## config.mk

```make
export PLATFORM = sky130hd
export DESIGN_NAME = mont_convert_stream
export DESIGN_NICKNAME = d
export VERILOG_FILES = /design/src/rtl/poly_arith_pkg.sv /design/src/rtl/mont_reduce_core.sv /design/src/rtl/mont_convert_stream.sv
export SDC_FILE = /design/constraint.sdc
export NUM_CORES = 1
export LEC_CHECK = 0
export ABC_CLOCK_PERIOD_IN_PS = 9100
export BUFFER_PORTS_ARGS = -buffer_cell sky130_fd_sc_hd__buf_2
export CORE_MARGIN = 2
export CORE_UTILIZATION = 55
export CTS_BUF_LIST = sky130_fd_sc_hd__clkbuf_4 sky130_fd_sc_hd__clkbuf_8 sky130_fd_sc_hd__clkbuf_16
export DETAILED_ROUTE_END_ITERATION = 8
export HOLD_SLACK_MARGIN = 0.15
export PLACE_DENSITY = 0.84
export SETUP_SLACK_MARGIN = 0.4
export SLEW_MARGIN = 15
export SYNTH_ARGS = -nofsm -noshare
export SYNTH_HDL_FRONTEND = slang
export SYNTH_SLANG_ARGS = --single-unit
```

## constraint.sdc

```tcl
create_clock -name clk_i -period 9.1 [get_ports clk_i]
set_input_delay 0 -clock clk_i [delete_from_list [all_inputs] [get_ports clk_i]]
set_output_delay 0 -clock clk_i [all_outputs]
set_load 0.01 [all_outputs]
```

## src/rtl/poly_arith_pkg.sv

```systemverilog
// Shared ML-KEM coefficient arithmetic constants and types.
// Conversion constant selection lives here so every datapath agrees on K.
package poly_arith_pkg;

  localparam int unsigned PIPE_DEPTH = 3;

  localparam logic signed [15:0] Q        = 16'sd3329;
  localparam logic [15:0]        QINV_NEG = 16'd3327;
  localparam logic signed [15:0] R2_MOD_Q = 16'sd1353;

  typedef enum logic {
    MODE_TO_MONT   = 1'b0,
    MODE_FROM_MONT = 1'b1
  } conv_mode_e;

  // R^2 mod Q moves a value into the domain; 1 just strips one R factor.
  function automatic logic signed [15:0] mode_const(input conv_mode_e mode);
    logic signed [15:0] k;
    case (mode)
      MODE_TO_MONT:   k = R2_MOD_Q;
      MODE_FROM_MONT: k = 16'sd1;
      default:        k = 16'sd1;
    endcase
    return k;
  endfunction

endpackage

```

## src/rtl/mont_reduce_core.sv

```systemverilog
// Combinational signed Montgomery reduction: t = z * 2^-16 mod Q, t in (-Q, Q).
// Valid for |z| < Q * 2^15.
module mont_reduce_core
  import poly_arith_pkg::*;
(
  input  logic signed [31:0] z,
  output logic signed [15:0] t
);

  logic [15:0]        m_s;
  logic signed [31:0] mq_s;
  logic signed [31:0] sum_s;

  // QINV_NEG = -Q^-1 mod 2^16, so z + m*Q has sixteen zero low bits.
  always_comb begin
    m_s   = z[15:0] * QINV_NEG;
    mq_s  = 32'(signed'(m_s)) * 32'(Q);
    sum_s = z + mq_s;
    t     = 16'(sum_s >>> 16);
  end

endmodule

```

## src/rtl/mont_convert_stream.sv

```systemverilog
// Three-stage streaming converter into / out of the Montgomery domain with
// valid/ready flow control and a per-polynomial output index counter.
module mont_convert_stream
  import poly_arith_pkg::*;
#(
  parameter int N_COEFF = 256
)
(
  input  logic                         clk_i,
  input  logic                         rst_i,
  input  logic                         in_valid_i,
  output logic                         in_ready_o,
  input  logic signed [15:0]           in_coeff_i,
  input  logic                         in_mode_i,
  output logic                         out_valid_o,
  input  logic                         out_ready_i,
  output logic [15:0]                  out_coeff_o,
  output logic [$clog2(N_COEFF)-1:0]   out_idx_o,
  output logic                         out_last_o
);

  localparam int IDX_W = $clog2(N_COEFF);
  localparam logic [IDX_W-1:0] IDX_MAX = IDX_W'(N_COEFF - 1);

  logic                    en_s;
  logic                    hs_s;
  logic signed [31:0]      z_s;
  logic signed [15:0]      red_s;
  logic signed [15:0]      canon_s;
  logic [IDX_W-1:0]        idx_nxt_s;

  logic                    s1_valid_r;
  logic signed [31:0]      s1_z_r;
  logic                    s2_valid_r;
  logic signed [15:0]      s2_t_r;
  logic                    s3_valid_r;
  logic [15:0]             s3_coeff_r;
  logic [IDX_W-1:0]        idx_r;
  logic                    last_r;

  // Stall control, S1 product, S3 canonicalisation and next index.
  always_comb begin
    en_s = !s3_valid_r || out_ready_i;
    hs_s = s3_valid_r && out_ready_i;
    z_s  = 32'(in_coeff_i) * 32'(mode_const(conv_mode_e'(in_mode_i)));
    if (s2_t_r < 16'sd0) begin
      canon_s = s2_t_r + Q;
    end else begin
      canon_s = s2_t_r;
    end
    if (idx_r == IDX_MAX) begin
      idx_nxt_s = '0;
    end else begin
      idx_nxt_s = idx_r + IDX_W'(1);
    end
  end

  mont_reduce_core u_reduce (
    .z (s1_z_r),
    .t (red_s)
  );

  // Pipeline stages; everything freezes together while the output is stalled.
  always_ff @(posedge clk_i) begin
    if (rst_i) begin
      s1_valid_r <= 1'b0;
      s1_z_r     <= 32'sd0;
      s2_valid_r <= 1'b0;
      s2_t_r     <= 16'sd0;
      s3_valid_r <= 1'b0;
      s3_coeff_r <= 16'd0;
    end else if (en_s) begin
      s1_valid_r <= in_valid_i;
      s1_z_r     <= z_s;
      s2_valid_r <= s1_valid_r;
      s2_t_r     <= red_s;
      s3_valid_r <= s2_valid_r;
      s3_coeff_r <= canon_s;
    end
  end

  // Index advances only on an output handshake; last is kept registered.
  always_ff @(posedge clk_i) begin
    if (rst_i) begin
      idx_r  <= '0;
      last_r <= 1'b0;
    end else if (hs_s) begin
      idx_r  <= idx_nxt_s;
      last_r <= (idx_nxt_s == IDX_MAX);
    end
  end

  assign in_ready_o  = en_s;
  assign out_valid_o = s3_valid_r;
  assign out_coeff_o = s3_coeff_r;
  assign out_idx_o   = idx_r;
  assign out_last_o  = last_r;

endmodule

```

; Yosys cells after proc, flatten, opt, wreduce, memory -nomap -nowiden
; Cells that the tools add are included.
[op_classes]
add_sub_neg = 3
multipliers = 3
magnitude_cmp = 1
eq_ne = 2
n_mux = 3
bitwise = 1
n_reduce_logical = 3
[ops]
columns = op, n
row1 = 32-bit adder, 1
row2 = 16-bit by 16-bit multiplier with 32-bit output, 1
row3 = 16-bit case mux with 2 select lines, 1
row4 = 16-bit by 13-bit multiplier with 29-bit output (second input constant), 1
row5 = 16-bit by 13-bit adder with 16-bit output (second input constant), 1
row6 = 8-bit equality test (second input constant), 2
row7 = 16-bit by 1-bit < comparator with 1-bit output (second input constant), 1
row8 = 16-bit by 12-bit multiplier with 16-bit output (second input constant), 1
row9 = 16-bit two-way mux, 1
row10 = 8-bit by 1-bit adder with 8-bit output (second input constant), 1
row11 = 8-bit two-way mux, 1
row12 = 1-bit logical AND, 1
row13 = 1-bit logical NOT, 1
row14 = 1-bit logical OR, 1
row15 = 1-bit NOT, 1
[totals]
regBits = 76
in_bits = 21
out_inout_bits = 27
word_cells = 24

; Depth between registers and ports, before layout
[depth]
depth_word = 3
ltp_mapped = 42
ltp_nobuf = 42

; Modules after synthesis
; A second synthesis with hierarchy kept.
[hier_totals]
cells_unflattened = 1473
area_unflattened_um2 = 12667.1
[by_module_without_submodules]
columns = module, instances, cells_per_inst, area_each_um2, seq_area_each_um2
row1 = mont_convert_stream, 1, 823, 6840.3, 1521.5
row2 = mont_reduce_core, 1, 650, 5826.8, 0.0

; Least setup slack after synthesis
; Ideal clock, no wire load.
[synth_path]
path_type = flip-flop to flip-flop
startpoint = reg s1_z_r[2]
endpoint = reg s2_t_r[15]
setup_ps = 79
arrival_time_ps = 9154
slack_ps = -134
path_stages_with_launch = 39
path_buffers = 0
synth_period_minus_slack_ps = 9234
cell_sequence = dfxtp_1 inv_1 fa_1 fa_1 fa_1 inv_1 fa_1 inv_1 fa_1 inv_1 ha_1 o21ai_0 nand2b_1 a31o_2 a21oi_1 nor2_1 nor2_1 xor2_1 [... 3 more ...] ha_1 fa_1 ha_1 ha_1 nor2b_1 a31o_2 a41oi_2 nor2b_1 xnor2_1 ha_1 nand2_1 nor2_1 a211oi_1 o41ai_4 o211ai_1 o211ai_2 xnor3_1 a211oi_2
[synth_via]
elab_chain_len = 3
[synth_rtl]
columns = item, line
row1 = "start, declared", mont_convert_stream.sv:33  ; logic signed [31:0] s1_z_r;
row2 = "start signal, assigned", mont_convert_stream.sv:74  ; s1_z_r <= z_s;
row3 = 16-bit by 12-bit multiplier with 16-bit output, mont_reduce_core.sv:16  ; m_s = z[15:0] * QINV_NEG;
row4 = 16-bit by 13-bit multiplier with 29-bit output, mont_reduce_core.sv:17  ; mq_s = 32'(signed'(m_s)) * 32'(Q);
row5 = 32-bit adder (*), mont_reduce_core.sv:18  ; sum_s = z + mq_s;
row6 = "end signal, assigned", mont_convert_stream.sv:76  ; s2_t_r <= red_s;
row7 = "end, declared", mont_convert_stream.sv:35  ; logic signed [15:0] s2_t_r;
; Every way passes the cells marked *; elsewhere a longest branch is shown, timed or not.
; A chain may end at the register's enable or synchronous reset.

; Worst setup path after layout
[layout_path]
startpoint = reg s1_z_r[3]
endpoint = reg s2_t_r[15]
; Same word-level chain as after synthesis.

==> results.toml <==
[clocking]
cts_tree = "built"
root_buffer = "clkbuf_16"
clock_path_buffers = 2
clk_pin_slew_ns = 0.07
cts_made_buffers = 9
cts_max_level = 3
clock-sinks = 76
insertion_delay_ns = 0.35

[global_route]
grt_pass1_wl_um = 47220
gr-usage-all-layers = 0.2567
grt_max_degree = 77
grt_antenna_before_repair = 0
gr-total-overflow = 0
grt_pass1_vias = 10030

[critical_path]
ff2ff_path_depth = 39
rrSetupSlack_ns = -0.03
critPathKind = "reg -> reg"
slowest_delay_ns = 0.54
critPathLaunchType = "flip-flop"
end_kind = "flip-flop"
critPathRequiredTime_ns = 9.36
reg2reg_to = "s2_t_r[15]$_SDFFE_PP0P_"
cp_data_arrival_time_ns = 9.40
critPathMaxFanout = 5
path_common_cell = "ha_1"
r2r_start = "s1_z_r[3]$_SDFFE_PP0P_"
slowest_stage = "fa_1"

[outcome]
violations = "negative setup slack"
status = "finished with violations"

[placed_design]
dpl_cell_area_um2 = 12800
pre_cts_ws_ns = -0.1750
portBuffers = 47
hpwl_um = 21730
gp_congestion = 0.8854

[synthesis]
synth_nets = 1709
syn_inst = 1321
yosys.cell_types.count = 65
yosys_warnings = 0
yosysTopAreaCell = "ha_1"
synth_seq_cells = 76
syn_area_um2 = 11940
yosysSeqAreaShare = 0.1275
synth_edf_count = 0
synth_area_per_cell_um2 = 9.035
netlist_top_cells_area = "ha_1 (26%), fa_1 (20%), dfxtp_1 (13%)"
synth_ff_type = "dfxtp_1"
synth_top_area_frac = 0.2600
ys_async_sr_fraction = 0

[sta]
setup_violations = 1
slew_viol_final = 0
worst_slew_pin_slew_ns = 0.7800
fmax_mhz = 109.5
fin_skew_ns = 0.01817
rsz0062_at_grt = "yes"
fin_crit_sh = 1.004
max_slew_margin = 0.4800
hold_slack_ns = 0.2873
final_critical_path_setup_slack_ns = -0.03432
period_minus_slack_ns = 9.134
hold_viol = 0

[drt]
first_iter_violations = 724
ant_nets = 0
routedWlPerCell_um = 18.82
vias = 10040
firstDrtPassIters = 5
drt-total-wl_um = 32250
drc = 0
vias_per_cell = 5.857

[floorplanning]
std_cell_rows = 53
die_x_um = 151.3
design.core.area_um2 = 21150
die_y_um = 151.3
io_pins = 48
die_area_um2 = 22890
start_util = 0.5642

[layout]
finalInstanceArea_um2 = 14350
finalNetCount = 1822
diodes = 0
area_delta_synth_final_pct = 20.22
drive_above_1_share = 0.2015
fillers = 1438

[min_path]
min_path_cells = 5
hold_class = "in -> reg"
worstHoldStart = "in_coeff_i[4]"
whs_endpoint = "s1_z_r[4]$_SDFFE_PP0P_"

[job]
maxCapViolations = 0
## layout make-up
| cell class | count | area, um^2 | area share |
|---|---|---|---|
| Clock buffer | 9 | 225.2 | 0.01570 |
| Clock inverter | 7 | 58.81 | 0.004098 |
| Inverter | 186 | 703.2 | 0.04901 |
| Multi-Input combinational cell | 1034 | 10590 | 0.7381 |
| Sequential cell | 76 | 1548 | 0.1079 |
| Tap cell | 275 | 344.1 | 0.02398 |
| Timing Repair Buffer | 127 | 879.6 | 0.06130 |
## registers in the layout, summed over array words and instances, names as in the netlist
signal	cells
s2_valid_r	1
s1_z_r	32
out_idx_o	8
s2_t_r	16
out_coeff_o	16
s1_valid_r	1
out_last_o	1
out_valid_o	1
## layout by cell type, fill, tap and decap left out, drive strengths merged, types with 13 or more instances in the layout
master / Yosys / routed
dfxtp: 76 / 76
xor2: 44 / 44
fa: 119 / 119
nand2b: 16 / 16
buf: 7 / 120
xnor2: 61 / 61
nand2: 102 / 102
inv: 185 / 188
ha: 248 / 248
a21oi: 95 / 95
nor2b: 31 / 31
a211oi: 32 / 32
o21ai: 42 / 42
nor3: 13 / 13
nand3: 15 / 15
a21o: 32 / 32
nor2: 73 / 73
## timing repair
item                                    CTS  global route
hold buffers                              7             0
pin swaps                                56            47
hold endpoints to repair                  8             0
resized for setup                        72            71
buffers inserted                         26            23
endpoints found under the setup margin   10            10
## cell families (layout without fill, tap and decap cells)
kind of cell               count (synthesis)  in the layout  share of synthesized area
buffers and inverters                    211            329                    0.06636
adders and majority gates                367            367                     0.4596
AOI/OAI and AO/OA                        262            262                     0.1455
xor gates and xnor gates                 107            107                    0.08208
and+or+nand+nor                          294            294                     0.1156
muxes                                      4              4                   0.003355
DFF                                       76             76                     0.1275
## synthesized netlist by cell type (9+ instances only)
| master | number |
|---|---|
| and3_1 | 10 |
| xnor2_1 | 60 |
| a21o_1 | 32 |
| a211oi_1 | 30 |
| o21bai_1 | 9 |
| xor2_1 | 43 |
| a21oi_1 | 93 |
| dfxtp_1 | 76 |
| nand4_1 | 11 |
| nor2b_1 | 31 |
| clkbuf_1 | 18 |
| nand2_1 | 102 |
| inv_1 | 182 |
| o21ai_1 | 19 |
| fa_1 | 119 |
| ha_1 | 248 |
| nor2_1 | 73 |
| nand2b_1 | 16 |
| o21ai_0 | 22 |
| nand3_1 | 15 |
| nor3_1 | 13 |
## worst max-delay path: cells and delay by family, from the launching register on
family,cells,cell delay [ns]
buffers and inverters,9,0.82
AO/OA/AOI/OAI,11,2.16
AND/OR/NAND/NOR,3,0.35
adder cells (fa/ha/maj),13,4.88
XOR/XNOR,3,0.45
flip-flops,1,0.38
## metrics by stage
| step | util | TNS [ns] | std cells |
|---|---|---|---|
| floorplan | - | 0 | 1321 |
| global placement | 0.6049 | 0 | 1642 |
| detailed placement | 0.6049 | -0.3930 | 1642 |
| CTS | 0.6508 | 0 | 1691 |
| global route | 0.6783 | -1.051 | 1714 |
| finish | 0.6783 | -0.03432 | 1714 |
## worst max path at each step
stage	start	cells after the start	end
2_1_floorplan	s1_z_r[5]$_SDFFE_PP0P_	34	s2_t_r[15]$_SDFFE_PP0P_
3_3_place_gp	s1_z_r[6]$_SDFFE_PP0P_	34	s2_t_r[14]$_SDFFE_PP0P_
3_5_place_dp	s1_z_r[6]$_SDFFE_PP0P_	40	s2_t_r[15]$_SDFFE_PP0P_
4_1_cts	s1_z_r[5]$_SDFFE_PP0P_	37	s2_t_r[15]$_SDFFE_PP0P_
5_1_grt	s1_z_r[4]$_SDFFE_PP0P_	36	s2_t_r[15]$_SDFFE_PP0P_
6_report	s1_z_r[3]$_SDFFE_PP0P_	39	s2_t_r[15]$_SDFFE_PP0P_
## layer usage
metal / track usage / routed length [um] / vias to the layer above
li1: - / - / 4708
met1: 0.3188 / 12810 / 4823
met2: 0.4627 / 16510 / 377
met3: 0.03193 / 1374 / 131
met4: 0.08037 / 1562 / 0
met5: 0 / 0 / -
Power is left out: the tool's default activity adds up to more than one toggle a clock period on the data nets, which glitch-free logic cannot reach.
